--- src/rtl/ball_motion_pkg.sv ---
// Shared constants, state type and velocity saturation helper for the billiard ball pipeline.
package billiard_pkg;
    localparam int FRAC_BITS = 6;
    localparam int VEL_W     = 11;
    localparam int POS_W     = 11;
    localparam int PFX_W     = POS_W + FRAC_BITS;

    localparam int FRICTION_DEF  = 2;
    localparam int MAX_SPEED_DEF = 960;
    localparam int X_MIN_DEF     = 32;
    localparam int X_MAX_DEF     = 576;
    localparam int Y_MIN_DEF     = 32;
    localparam int Y_MAX_DEF     = 416;
    localparam int INIT_X_DEF    = 288;
    localparam int INIT_Y_DEF    = 224;

    typedef enum logic {STOPPED, MOVING} ball_state_t;

    // Clamp a one-bit-wide velocity sum to +/-max_speed.
    function automatic logic signed [VEL_W-1:0] sat_vel(input logic signed [VEL_W:0] v,
                                                        input int max_speed);
        if (v > max_speed)
            return VEL_W'(max_speed);
        else if (v < -max_speed)
            return VEL_W'(-max_speed);
        else
            return v[VEL_W-1:0];
    endfunction
endpackage

--- src/rtl/ball_motion_if.sv ---
// Event inputs and position/velocity outputs of one ball's kinematics stage.
interface ball_motion_if;
    import billiard_pkg::*;

    logic                    startOfFrame;
    logic                    collisionOccurred;
    logic signed [VEL_W-1:0] ballVelXIn;
    logic signed [VEL_W-1:0] ballVelYIn;
    logic                    strikeValid;
    logic signed [VEL_W-1:0] strikeVelX;
    logic signed [VEL_W-1:0] strikeVelY;
    logic                    hitLeft;
    logic                    hitRight;
    logic                    hitTop;
    logic                    hitBottom;
    logic [POS_W-1:0]        topLeftX;
    logic [POS_W-1:0]        topLeftY;
    logic signed [VEL_W-1:0] ballVelX;
    logic signed [VEL_W-1:0] ballVelY;
    logic                    moving;
    logic                    strikeAccepted;

    modport slave (
        input  startOfFrame, collisionOccurred, ballVelXIn, ballVelYIn,
               strikeValid, strikeVelX, strikeVelY,
               hitLeft, hitRight, hitTop, hitBottom,
        output topLeftX, topLeftY, ballVelX, ballVelY, moving, strikeAccepted
    );

    modport master (
        output startOfFrame, collisionOccurred, ballVelXIn, ballVelYIn,
               strikeValid, strikeVelX, strikeVelY,
               hitLeft, hitRight, hitTop, hitBottom,
        input  topLeftX, topLeftY, ballVelX, ballVelY, moving, strikeAccepted
    );
endinterface

--- src/rtl/ball_motion_vel_friction.sv ---
// One velocity component: optional friction toward zero, then saturation.
module vel_friction
    import billiard_pkg::*;
#(
    parameter int FRICTION  = FRICTION_DEF,
    parameter int MAX_SPEED = MAX_SPEED_DEF
) (
    input  logic signed [VEL_W-1:0] vel_i,
    input  logic                    fric_en_i,
    output logic signed [VEL_W-1:0] vel_o
);
    logic signed [VEL_W:0] ext;
    logic signed [VEL_W:0] sum;

    always_comb begin
        ext = {vel_i[VEL_W-1], vel_i};
        sum = ext;
        if (fric_en_i) begin
            // Speeds at or below the friction step snap to zero rather than overshoot.
            if (ext > FRICTION)
                sum = ext - $signed((VEL_W+1)'(FRICTION));
            else if (ext < -FRICTION)
                sum = ext + $signed((VEL_W+1)'(FRICTION));
            else
                sum = '0;
        end
        vel_o = sat_vel(sum, MAX_SPEED);
    end
endmodule

--- src/rtl/ball_motion.sv ---
// Single-ball kinematics: sub-pixel position integration, friction, wall reflection,
// collision/strike velocity loads.
module ball_motion
    import billiard_pkg::*;
#(
    parameter int FRICTION  = FRICTION_DEF,
    parameter int MAX_SPEED = MAX_SPEED_DEF,
    parameter int X_MIN     = X_MIN_DEF,
    parameter int X_MAX     = X_MAX_DEF,
    parameter int Y_MIN     = Y_MIN_DEF,
    parameter int Y_MAX     = Y_MAX_DEF,
    parameter int INIT_X    = INIT_X_DEF,
    parameter int INIT_Y    = INIT_Y_DEF
) (
    input logic          clk,
    input logic          reset,
    ball_motion_if.slave bus
);
    ball_state_t             state_q, state_d;
    logic [PFX_W-1:0]        pos_x_q, pos_x_d, pos_y_q, pos_y_d;
    logic signed [VEL_W-1:0] vel_x_q, vel_x_d, vel_y_q, vel_y_d;
    logic                    acc_q, acc_d;

    logic signed [VEL_W-1:0] col_x, col_y, strk_x, strk_y;
    logic signed [VEL_W-1:0] flip_x, flip_y, fr_x, fr_y, int_vx, int_vy;
    logic [PFX_W-1:0]        nx_pos_x, nx_pos_y;

    // Add signed velocity to unsigned sub-pixel position, clamp to the legal range.
    function automatic logic [PFX_W-1:0] integ(input logic [PFX_W-1:0] p,
                                               input logic signed [VEL_W-1:0] v,
                                               input int lo_px, input int hi_px);
        logic signed [PFX_W:0] s;
        s = $signed({1'b0, p}) + $signed({{(PFX_W+1-VEL_W){v[VEL_W-1]}}, v});
        if (s < (lo_px << FRAC_BITS))
            return PFX_W'(lo_px << FRAC_BITS);
        else if (s > (hi_px << FRAC_BITS))
            return PFX_W'(hi_px << FRAC_BITS);
        else
            return s[PFX_W-1:0];
    endfunction

    always_comb begin
        col_x  = sat_vel({bus.ballVelXIn[VEL_W-1], bus.ballVelXIn}, MAX_SPEED);
        col_y  = sat_vel({bus.ballVelYIn[VEL_W-1], bus.ballVelYIn}, MAX_SPEED);
        strk_x = sat_vel({bus.strikeVelX[VEL_W-1], bus.strikeVelX}, MAX_SPEED);
        strk_y = sat_vel({bus.strikeVelY[VEL_W-1], bus.strikeVelY}, MAX_SPEED);

        // Sign qualification makes a level-held contact flip only once.
        flip_x = vel_x_q;
        if ((bus.hitLeft && vel_x_q < 0) || (bus.hitRight && vel_x_q > 0))
            flip_x = -vel_x_q;
        flip_y = vel_y_q;
        if ((bus.hitTop && vel_y_q < 0) || (bus.hitBottom && vel_y_q > 0))
            flip_y = -vel_y_q;

        int_vx   = bus.collisionOccurred ? col_x : flip_x;
        int_vy   = bus.collisionOccurred ? col_y : flip_y;
        nx_pos_x = integ(pos_x_q, int_vx, X_MIN, X_MAX);
        nx_pos_y = integ(pos_y_q, int_vy, Y_MIN, Y_MAX);
    end

    vel_friction #(.FRICTION(FRICTION), .MAX_SPEED(MAX_SPEED)) u_fric_x (
        .vel_i(flip_x), .fric_en_i(1'b1), .vel_o(fr_x)
    );
    vel_friction #(.FRICTION(FRICTION), .MAX_SPEED(MAX_SPEED)) u_fric_y (
        .vel_i(flip_y), .fric_en_i(1'b1), .vel_o(fr_y)
    );

    always_comb begin
        state_d = state_q;
        pos_x_d = pos_x_q;
        pos_y_d = pos_y_q;
        vel_x_d = vel_x_q;
        vel_y_d = vel_y_q;
        acc_d   = 1'b0;
        case (state_q)
            STOPPED: begin
                if (bus.strikeValid) begin
                    vel_x_d = strk_x;
                    vel_y_d = strk_y;
                    acc_d   = 1'b1;
                    state_d = (strk_x != '0 || strk_y != '0) ? MOVING : STOPPED;
                end else if (bus.collisionOccurred &&
                             (bus.ballVelXIn != '0 || bus.ballVelYIn != '0)) begin
                    vel_x_d = col_x;
                    vel_y_d = col_y;
                    state_d = MOVING;
                end
            end
            MOVING: begin
                if (bus.collisionOccurred) begin
                    // Freshly loaded collision velocity skips friction this frame.
                    vel_x_d = col_x;
                    vel_y_d = col_y;
                end else if (bus.startOfFrame) begin
                    vel_x_d = fr_x;
                    vel_y_d = fr_y;
                end else begin
                    vel_x_d = flip_x;
                    vel_y_d = flip_y;
                end
                if (bus.startOfFrame) begin
                    pos_x_d = nx_pos_x;
                    pos_y_d = nx_pos_y;
                end
                if (vel_x_d == '0 && vel_y_d == '0)
                    state_d = STOPPED;
            end
            default: state_d = STOPPED;
        endcase
    end

    always_ff @(posedge clk or posedge reset) begin
        if (reset) begin
            state_q <= STOPPED;
            pos_x_q <= PFX_W'(INIT_X << FRAC_BITS);
            pos_y_q <= PFX_W'(INIT_Y << FRAC_BITS);
            vel_x_q <= '0;
            vel_y_q <= '0;
            acc_q   <= 1'b0;
        end else begin
            state_q <= state_d;
            pos_x_q <= pos_x_d;
            pos_y_q <= pos_y_d;
            vel_x_q <= vel_x_d;
            vel_y_q <= vel_y_d;
            acc_q   <= acc_d;
        end
    end

    assign bus.topLeftX       = pos_x_q[PFX_W-1:FRAC_BITS];
    assign bus.topLeftY       = pos_y_q[PFX_W-1:FRAC_BITS];
    assign bus.ballVelX       = vel_x_q;
    assign bus.ballVelY       = vel_y_q;
    assign bus.moving         = (state_q == MOVING);
    assign bus.strikeAccepted = acc_q;
endmodule
--- src/flat_wrapper.sv ---
// flat-port wrapper written by rule: the top's interface ports become plain ports
module ball_motion_flat import billiard_pkg::*;
#(
    parameter int FRICTION  = FRICTION_DEF,
    parameter int MAX_SPEED = MAX_SPEED_DEF,
    parameter int X_MIN     = X_MIN_DEF,
    parameter int X_MAX     = X_MAX_DEF,
    parameter int Y_MIN     = Y_MIN_DEF,
    parameter int Y_MAX     = Y_MAX_DEF,
    parameter int INIT_X    = INIT_X_DEF,
    parameter int INIT_Y    = INIT_Y_DEF
)
  (clk, reset, bus_startOfFrame, bus_collisionOccurred, bus_ballVelXIn, bus_ballVelYIn, bus_strikeValid, bus_strikeVelX, bus_strikeVelY, bus_hitLeft, bus_hitRight, bus_hitTop, bus_hitBottom, bus_topLeftX, bus_topLeftY, bus_ballVelX, bus_ballVelY, bus_moving, bus_strikeAccepted);
  ball_motion_if bus_i ();
  input logic clk;
  input logic reset;
  input wire logic [$bits(bus_i.startOfFrame)-1:0] bus_startOfFrame;
  input wire logic [$bits(bus_i.collisionOccurred)-1:0] bus_collisionOccurred;
  input wire logic [$bits(bus_i.ballVelXIn)-1:0] bus_ballVelXIn;
  input wire logic [$bits(bus_i.ballVelYIn)-1:0] bus_ballVelYIn;
  input wire logic [$bits(bus_i.strikeValid)-1:0] bus_strikeValid;
  input wire logic [$bits(bus_i.strikeVelX)-1:0] bus_strikeVelX;
  input wire logic [$bits(bus_i.strikeVelY)-1:0] bus_strikeVelY;
  input wire logic [$bits(bus_i.hitLeft)-1:0] bus_hitLeft;
  input wire logic [$bits(bus_i.hitRight)-1:0] bus_hitRight;
  input wire logic [$bits(bus_i.hitTop)-1:0] bus_hitTop;
  input wire logic [$bits(bus_i.hitBottom)-1:0] bus_hitBottom;
  output wire logic [$bits(bus_i.topLeftX)-1:0] bus_topLeftX;
  output wire logic [$bits(bus_i.topLeftY)-1:0] bus_topLeftY;
  output wire logic [$bits(bus_i.ballVelX)-1:0] bus_ballVelX;
  output wire logic [$bits(bus_i.ballVelY)-1:0] bus_ballVelY;
  output wire logic [$bits(bus_i.moving)-1:0] bus_moving;
  output wire logic [$bits(bus_i.strikeAccepted)-1:0] bus_strikeAccepted;
  assign bus_i.startOfFrame = bus_startOfFrame;
  assign bus_i.collisionOccurred = bus_collisionOccurred;
  assign bus_i.ballVelXIn = bus_ballVelXIn;
  assign bus_i.ballVelYIn = bus_ballVelYIn;
  assign bus_i.strikeValid = bus_strikeValid;
  assign bus_i.strikeVelX = bus_strikeVelX;
  assign bus_i.strikeVelY = bus_strikeVelY;
  assign bus_i.hitLeft = bus_hitLeft;
  assign bus_i.hitRight = bus_hitRight;
  assign bus_i.hitTop = bus_hitTop;
  assign bus_i.hitBottom = bus_hitBottom;
  assign bus_topLeftX = bus_i.topLeftX;
  assign bus_topLeftY = bus_i.topLeftY;
  assign bus_ballVelX = bus_i.ballVelX;
  assign bus_ballVelY = bus_i.ballVelY;
  assign bus_moving = bus_i.moving;
  assign bus_strikeAccepted = bus_i.strikeAccepted;
  ball_motion #(.FRICTION(FRICTION), .MAX_SPEED(MAX_SPEED), .X_MIN(X_MIN), .X_MAX(X_MAX), .Y_MIN(Y_MIN), .Y_MAX(Y_MAX), .INIT_X(INIT_X), .INIT_Y(INIT_Y)) u_core (.clk(clk), .reset(reset), .bus(bus_i));
endmodule
--- config.mk ---
export PLATFORM = sky130hd
export DESIGN_NAME = ball_motion_flat
export DESIGN_NICKNAME = d
export VERILOG_FILES = /design/src/rtl/ball_motion_pkg.sv /design/src/rtl/ball_motion_if.sv /design/src/rtl/ball_motion_vel_friction.sv /design/src/rtl/ball_motion.sv /design/src/flat_wrapper.sv
export SDC_FILE = /design/constraint.sdc
export NUM_CORES = 1
export LEC_CHECK = 0
export ABC_AREA = 1
export ABC_CLOCK_PERIOD_IN_PS = 9900
export BUFFER_PORTS_ARGS = -buffer_cell sky130_fd_sc_hd__buf_4
export CORE_MARGIN = 3
export CORE_UTILIZATION = 50
export CTS_CLUSTER_SIZE = 40
export DETAILED_ROUTE_END_ITERATION = 12
export PLACE_DENSITY = 0.77
export SLEW_MARGIN = 20
export SYNTH_ARGS = -nofsm -noshare
export SYNTH_HDL_FRONTEND = slang
export SYNTH_SLANG_ARGS = --single-unit
--- constraint.sdc ---
create_clock -name clk -period 9.9 [get_ports clk]
set_clock_uncertainty 0.15 [all_clocks]
set_input_delay 1.98 -clock clk [delete_from_list [all_inputs] [get_ports clk]]
set_output_delay 1.98 -clock clk [all_outputs]
set_load 0.03 [all_outputs]
After elaboration in Yosys (flattened, before gate mapping):

Index checks and enable logic that the tools add are counted.

* word-level logic and storage cells: 100
* register bits: 58
* bits of input ports: 53
* output and inout port bits: 46

* eq/ne operators: 1
* add/sub/neg operators: 8
* reductions and logical operators: 17
* $lt $le $gt $ge: 24
* bitwise operators: 1
* mux-type cells: 43

Operators with widths (number)
* $mux W11: 26
* $mux W17: 4
* $mux W12: 4
* $gt A11 B11 Y1 const B: 4
* $lt A11 B11 Y1 const B: 4
* $pmux W11 S2: 2
* $reduce_bool A11 Y1: 4
* $add A18 B11 Y18: 2
* $lt A18 B13 Y1 const B: 2
* $add A11 B3 Y12 const B: 2
* $gt A12 B11 Y1 const B: 2
* $lt A12 B11 Y1 const B: 2
* $sub A11 B3 Y12 const B: 2
* $gt A11 B1 Y1 const B: 2
* $gt A11 B3 Y1 const B: 2
* $logic_not A11 Y1: 2
* $lt A11 B1 Y1 const B: 2
* $lt A11 B2 Y1 const B: 2
* $neg A11 Y11: 2
* $gt A18 B16 Y1 const B: 1
* $gt A18 B17 Y1 const B: 1
* $logic_and A1 B1 Y1: 6
* $mux W1: 6
* $logic_or A1 B1 Y1: 4
* 4 further kinds: 4

Longest topological paths before layout:

* depth after elaboration: 17
* mapped depth: 34
* depth with buffers taken out: 33

Modules after synthesis:

From an unflattened synthesis, not the netlist that was laid out.

* cells, all modules: 1553
* area, all modules: 9049.9 um^2

By module, submodules not included
* ball_motion: sequential area each 1457.6 um^2, area each 7078.0 um^2, times used 1, cells each 1177
* vel_friction (u_core.u_fric_x): sequential area each 0.0 um^2, area each 1044.8 um^2, times used 1, cells each 196
* vel_friction (u_core.u_fric_y): sequential area each 0.0 um^2, area each 927.1 um^2, times used 1, cells each 180

Worst setup path before layout:

Ideal clock, no wire load.

* path type: in2reg
* start point: in bus_ballVelYIn[7]
* end point: reg u_core.pos_y_q[14]
* path slack: 3957 ps
* buffers on the path: 0
* arrival time: 5675 ps
* cell stages on the path: 24
* data required time: 9632 ps
* cells stage by stage: nor4_1 -> or2_2 -> ha_1 -> nor2_1 -> a21oi_1 -> a21oi_1 -> ha_1 -> inv_1 -> fa_1 -> nand3b_1 -> nand2_1 -> a21oi_1 -> o21ai_0 -> xor2_1 -> inv_1 -> nor3_1 -> nand4_1 -> o21ai_0 -> a21oi_1 -> nand2_1 -> nand4_1 -> nand2_1 -> a21oi_1 -> a21o_1

* longest elaborated chain between the ends: 8
* elaborated cells on any way between the ends: 10
* classes of those cells: add/sub: 1; order compare: 4; mux: 5

RTL lines
* start, declared: RTL line flat_wrapper.sv:20 `input wire logic [$bits(bus_i.ballVelYIn)-1:0] bus_ballVelYIn;`
* $lt A11 B11 Y1: RTL line ball_motion_pkg.sv:24 `else if (v < -max_speed)`
* $mux W11: RTL line ball_motion_pkg.sv:24
* $mux W11 (*): RTL line ball_motion_pkg.sv:22 `if (v > max_speed)`
* $mux W11 (*): RTL line ball_motion.sv:57 `int_vy = bus.collisionOccurred ? col_y : flip_y;`
* $add A18 B11 Y18 (*): RTL line ball_motion.sv:33 `s = $signed({1'b0, p}) + $signed({{(PFX_W+1-VEL_W){v[VEL_W-1]}}, v});`
* $gt A18 B16 Y1: RTL line ball_motion.sv:36 `else if (s > (hi_px << FRAC_BITS))`
* $mux W17: RTL line ball_motion.sv:36
* $mux W17 (*): RTL line ball_motion.sv:34 `if (s < (lo_px << FRAC_BITS))`
* end signal, assigned: RTL line ball_motion.sv:117 `pos_y_q <= PFX_W'(INIT_Y << FRAC_BITS);`
* end signal, assigned: RTL line ball_motion.sv:124 `pos_y_q <= pos_y_d;`
* end, declared: RTL line ball_motion.sv:20 `logic [PFX_W-1:0] pos_x_q, pos_x_d, pos_y_q, pos_y_d;`

Every way passes the cells marked *; elsewhere a longest branch is shown, timed or not.
A chain may end at the register's enable or synchronous reset.

Worst setup path after layout:

Ends and elaborated chain as after synthesis.

==> results.md <==
* Final period util at 0.699
* CP Launch Type: input port
* Pin slew with the least headroom to its limit at 0.839 ns
* Reg2reg start: u_core.bus.ballVelX[0]
* Final wirelength at 26300 um
* Compound-Gate Fraction of Synth Area at 0.165
* GRT Residual Overflow at 0
* Yosys top cell by area: nand2_1
* Leading cell type in the layout, fill and taps excluded: nand2_1
* Kind of end point of the critical path: flop
* Async SR Flop Fraction at 1.00
* Final hold viol count at 0
* Crit. Startpoint: bus_ballVelYIn[7]
* Final ANT Viol Nets at 0
* Mux cell area share after synthesis at 0
* Clock Latency Late Sink at 0.35 ns
* Post-DP HPWL at 20500 um
* Routed length per placed instance at 16.2 um
* Slew Limit Headroom at 0.438
* Die Y at 134 um
* Multi-input combinational cell area at 5690 um2
* CTS tree: built
* Port bufs at 98
* Power Dens Cells at 244 nW/um2
* Post_cts resized at 0
* Final Max Tran Viols at 0
* Crit Path Max Fanout at 9
* Max-Cap Viols at 0
* Worst Setup EP: u_core.pos_y_q[14]
* Hold Buf Count CTS at 0
* Slowest cell on crit path: nor4_1
* Initial Utilization at 0.523
* Synth Warn # at 0
* Most frequent cells in the layout: 359 x nand2_1, 170 x inv_1, 131 x nor2_1
* First-pass GRT wire length at 42600 um
* CTS root buf: clkbuf_16
* Final setup viols at 0
* Clk slew on worst S/H paths at 0.05 ns
* Post-CTS Setup Inserts at 0
* Outcome: finished clean
* Vias in the first global route at 8523
* Syn_nets at 1443
* Setup_tns at 0 ns
* Leakage at 0.00486 uW
* Worst IR Drop VDD at 0.247 mV
* Largest net degree at the start of global routing at 59
* WP data arrival at 7.02 ns
* Clock buffer depth at 2
* Final nets at 1507
* Fraction of the mapped netlist area in simple logic gates at 0.409
* Distinct cell type count after synthesis at 59
* Synth Flop Type: dfrtp_1
* Reg-to-reg slack, setup at 4.25 ns
* Vias at 9236
* RSZ-0062 raised after global routing: no
* Antenna fix cells at 0
* # IOs at 99
* Chip Width at 134 um
* FF+latch area at 1460 um2
* Total GRT Usage at 0.290
* Vias/cell at 5.69
* Max incr delay on CP at 0.61 ns
* Post-route minimum period at 6.92 ns
* Core area at 15500 um2
* CP required at 9.99 ns
* F_max at 144 MHz
* Largest family of logic cells by synthesized area: simple AND/OR/NAND/NOR gates
* Register area share after synthesis at 0.179
* Initial antenna violation count at 0
* Top cells by area, synth: nand2_1 17%, dfrtp_1 16%, inv_1 7.9%
* Die area at 17800 um2
* Number of synthesized flops with an enable pin at 0
* CP most frequent cell: a21oi_1
* Clock sinks at 58
* Critical path class: in2reg
* Routability congestion estimate at 1.02
* Average cell area after synthesis at 6.06 um2
* Total CTS buffers at 9
* Share of layout cells above drive strength 1 at 0.147
* Placement Rows at 45
* PnR Total Power at 2240 uW
* DRC Markers at 0
* Area delta synth->final at 13.0%
* Tightest Hold Check Type: reg2reg
* Post-synth design cell area at 8130 um2
* Pre-Repair DR Iteration Count at 6
* Top cell type's share of synthesized area at 0.166
* Post-Synth XOR/XNOR Area at 0.0485
* Fillers at 1627
* H-tree depth at 3
* DR iter-0 viols at 782
* Post-synthesis cell count at 1342
* #FFs+latches synth at 58
* Reg2reg path depth at 26
* Post-synthesis adder-cell area fraction at 0.0757
* R2r endpoint: u_core.pos_x_q[7]
[layer usage]
layer	global-route usage	wire (um)
met5	0	0
met4	0.0977	676
met3	0.0597	2400
met2	0.455	11500
met1	0.399	11700
[how the worst min path moves through the flow]
stage | start | endpoint | depth (start not counted)
CTS | u_core.pos_x_q[0] | u_core.pos_x_q[0] | 2
finish | u_core.pos_x_q[5] | u_core.pos_x_q[5] | 2
global placement | u_core.pos_x_q[14] | u_core.pos_x_q[14] | 2
detailed placement | u_core.pos_x_q[0] | u_core.pos_x_q[0] | 2
floorplan | u_core.pos_x_q[3] | u_core.pos_x_q[3] | 2
global route | u_core.pos_x_q[14] | u_core.pos_x_q[14] | 2
[worst max-delay path, delay by kind of cell]
kind,cells,cell delay (ns)
AOI/OAI and AO/OA,8,1.19
adders and majority gates,3,0.88
and+or+nand+nor,10,2.47
buffers and inverters,3,0.30
xor gates and xnor gates,1,0.17
[Yosys cell counts (3+ instances only)]
library cell	number
nand4_1	17
o21bai_1	9
a211oi_1	3
xnor2_1	10
o41ai_1	3
nor2_4	7
nand3b_1	6
o2111ai_1	3
clkbuf_1	18
inv_1	171
a21oi_1	70
o21ai_0	69
dfstp_2	5
a21o_1	3
ha_1	46
nor4_1	7
nand3_1	118
inv_2	8
nor2_2	10
nand2_4	8
buf_4	23
xor2_1	35
and3_1	8
nand3_2	3
nand2_2	32
o221ai_1	3
clkinv_1	6
or2_2	9
nand2_1	359
buf_2	4
nor2_1	131
o31ai_1	7
a31oi_1	9
a32oi_1	6
o22ai_1	8
dfrtp_1	53
a32o_1	7
nor3_1	16
o21ai_1	4
[power breakdown]
group	total, uW	internal, uW	switching, uW
Combinational	1500	505	997
Sequential	395	312	83.1
Clock	345	226	119
Total	2240	1040	1200
[state kept, by name (all words and copies together) (netlist names)]
name and count:
u_core.pos_x_q 17, u_core.pos_y_q 17, u_core.bus.ballVelX 11, u_core.bus.ballVelY 11, u_core.bus.moving 1, u_core.bus.strikeAccepted 1
[logic make-up (layout without fill, tap and decap cells)]
logic type                 after synthesis  in the layout
and+or+nand+nor                        737            737
buffers and inverters                  234            303
AOI/OAI and AO/OA                      220            220
DFF                                     58             58
adders and majority gates               48             48
xor gates and xnor gates                45             45
[layout make-up]
| class | instances | share of cell area |
|---|---|---|
| clock inverter | 5 | 0.00844 |
| clock buffer | 11 | 0.0264 |
| sequential | 58 | 0.159 |
| inverter | 185 | 0.0755 |
| tap | 211 | 0.0287 |
| multi-input combinational | 1050 | 0.619 |
| timing repair buffer | 102 | 0.0833 |
[per-stage QoR]
stage	setup WS (ns)	cell area [um2]	instances	utilization	hold slack, ns
4_1_cts	2.95	9180	1622	0.591	0.344
2_1_floorplan	3.96	8130	1342	-	0.306
3_3_place_gp	2.83	8860	1606	0.570	0.319
5_1_grt	2.66	9190	1622	0.592	0.366
6_report	2.98	9190	1622	0.592	0.341
3_5_place_dp	2.59	8860	1606	0.570	0.330
(Power assumes the default switching activity.)
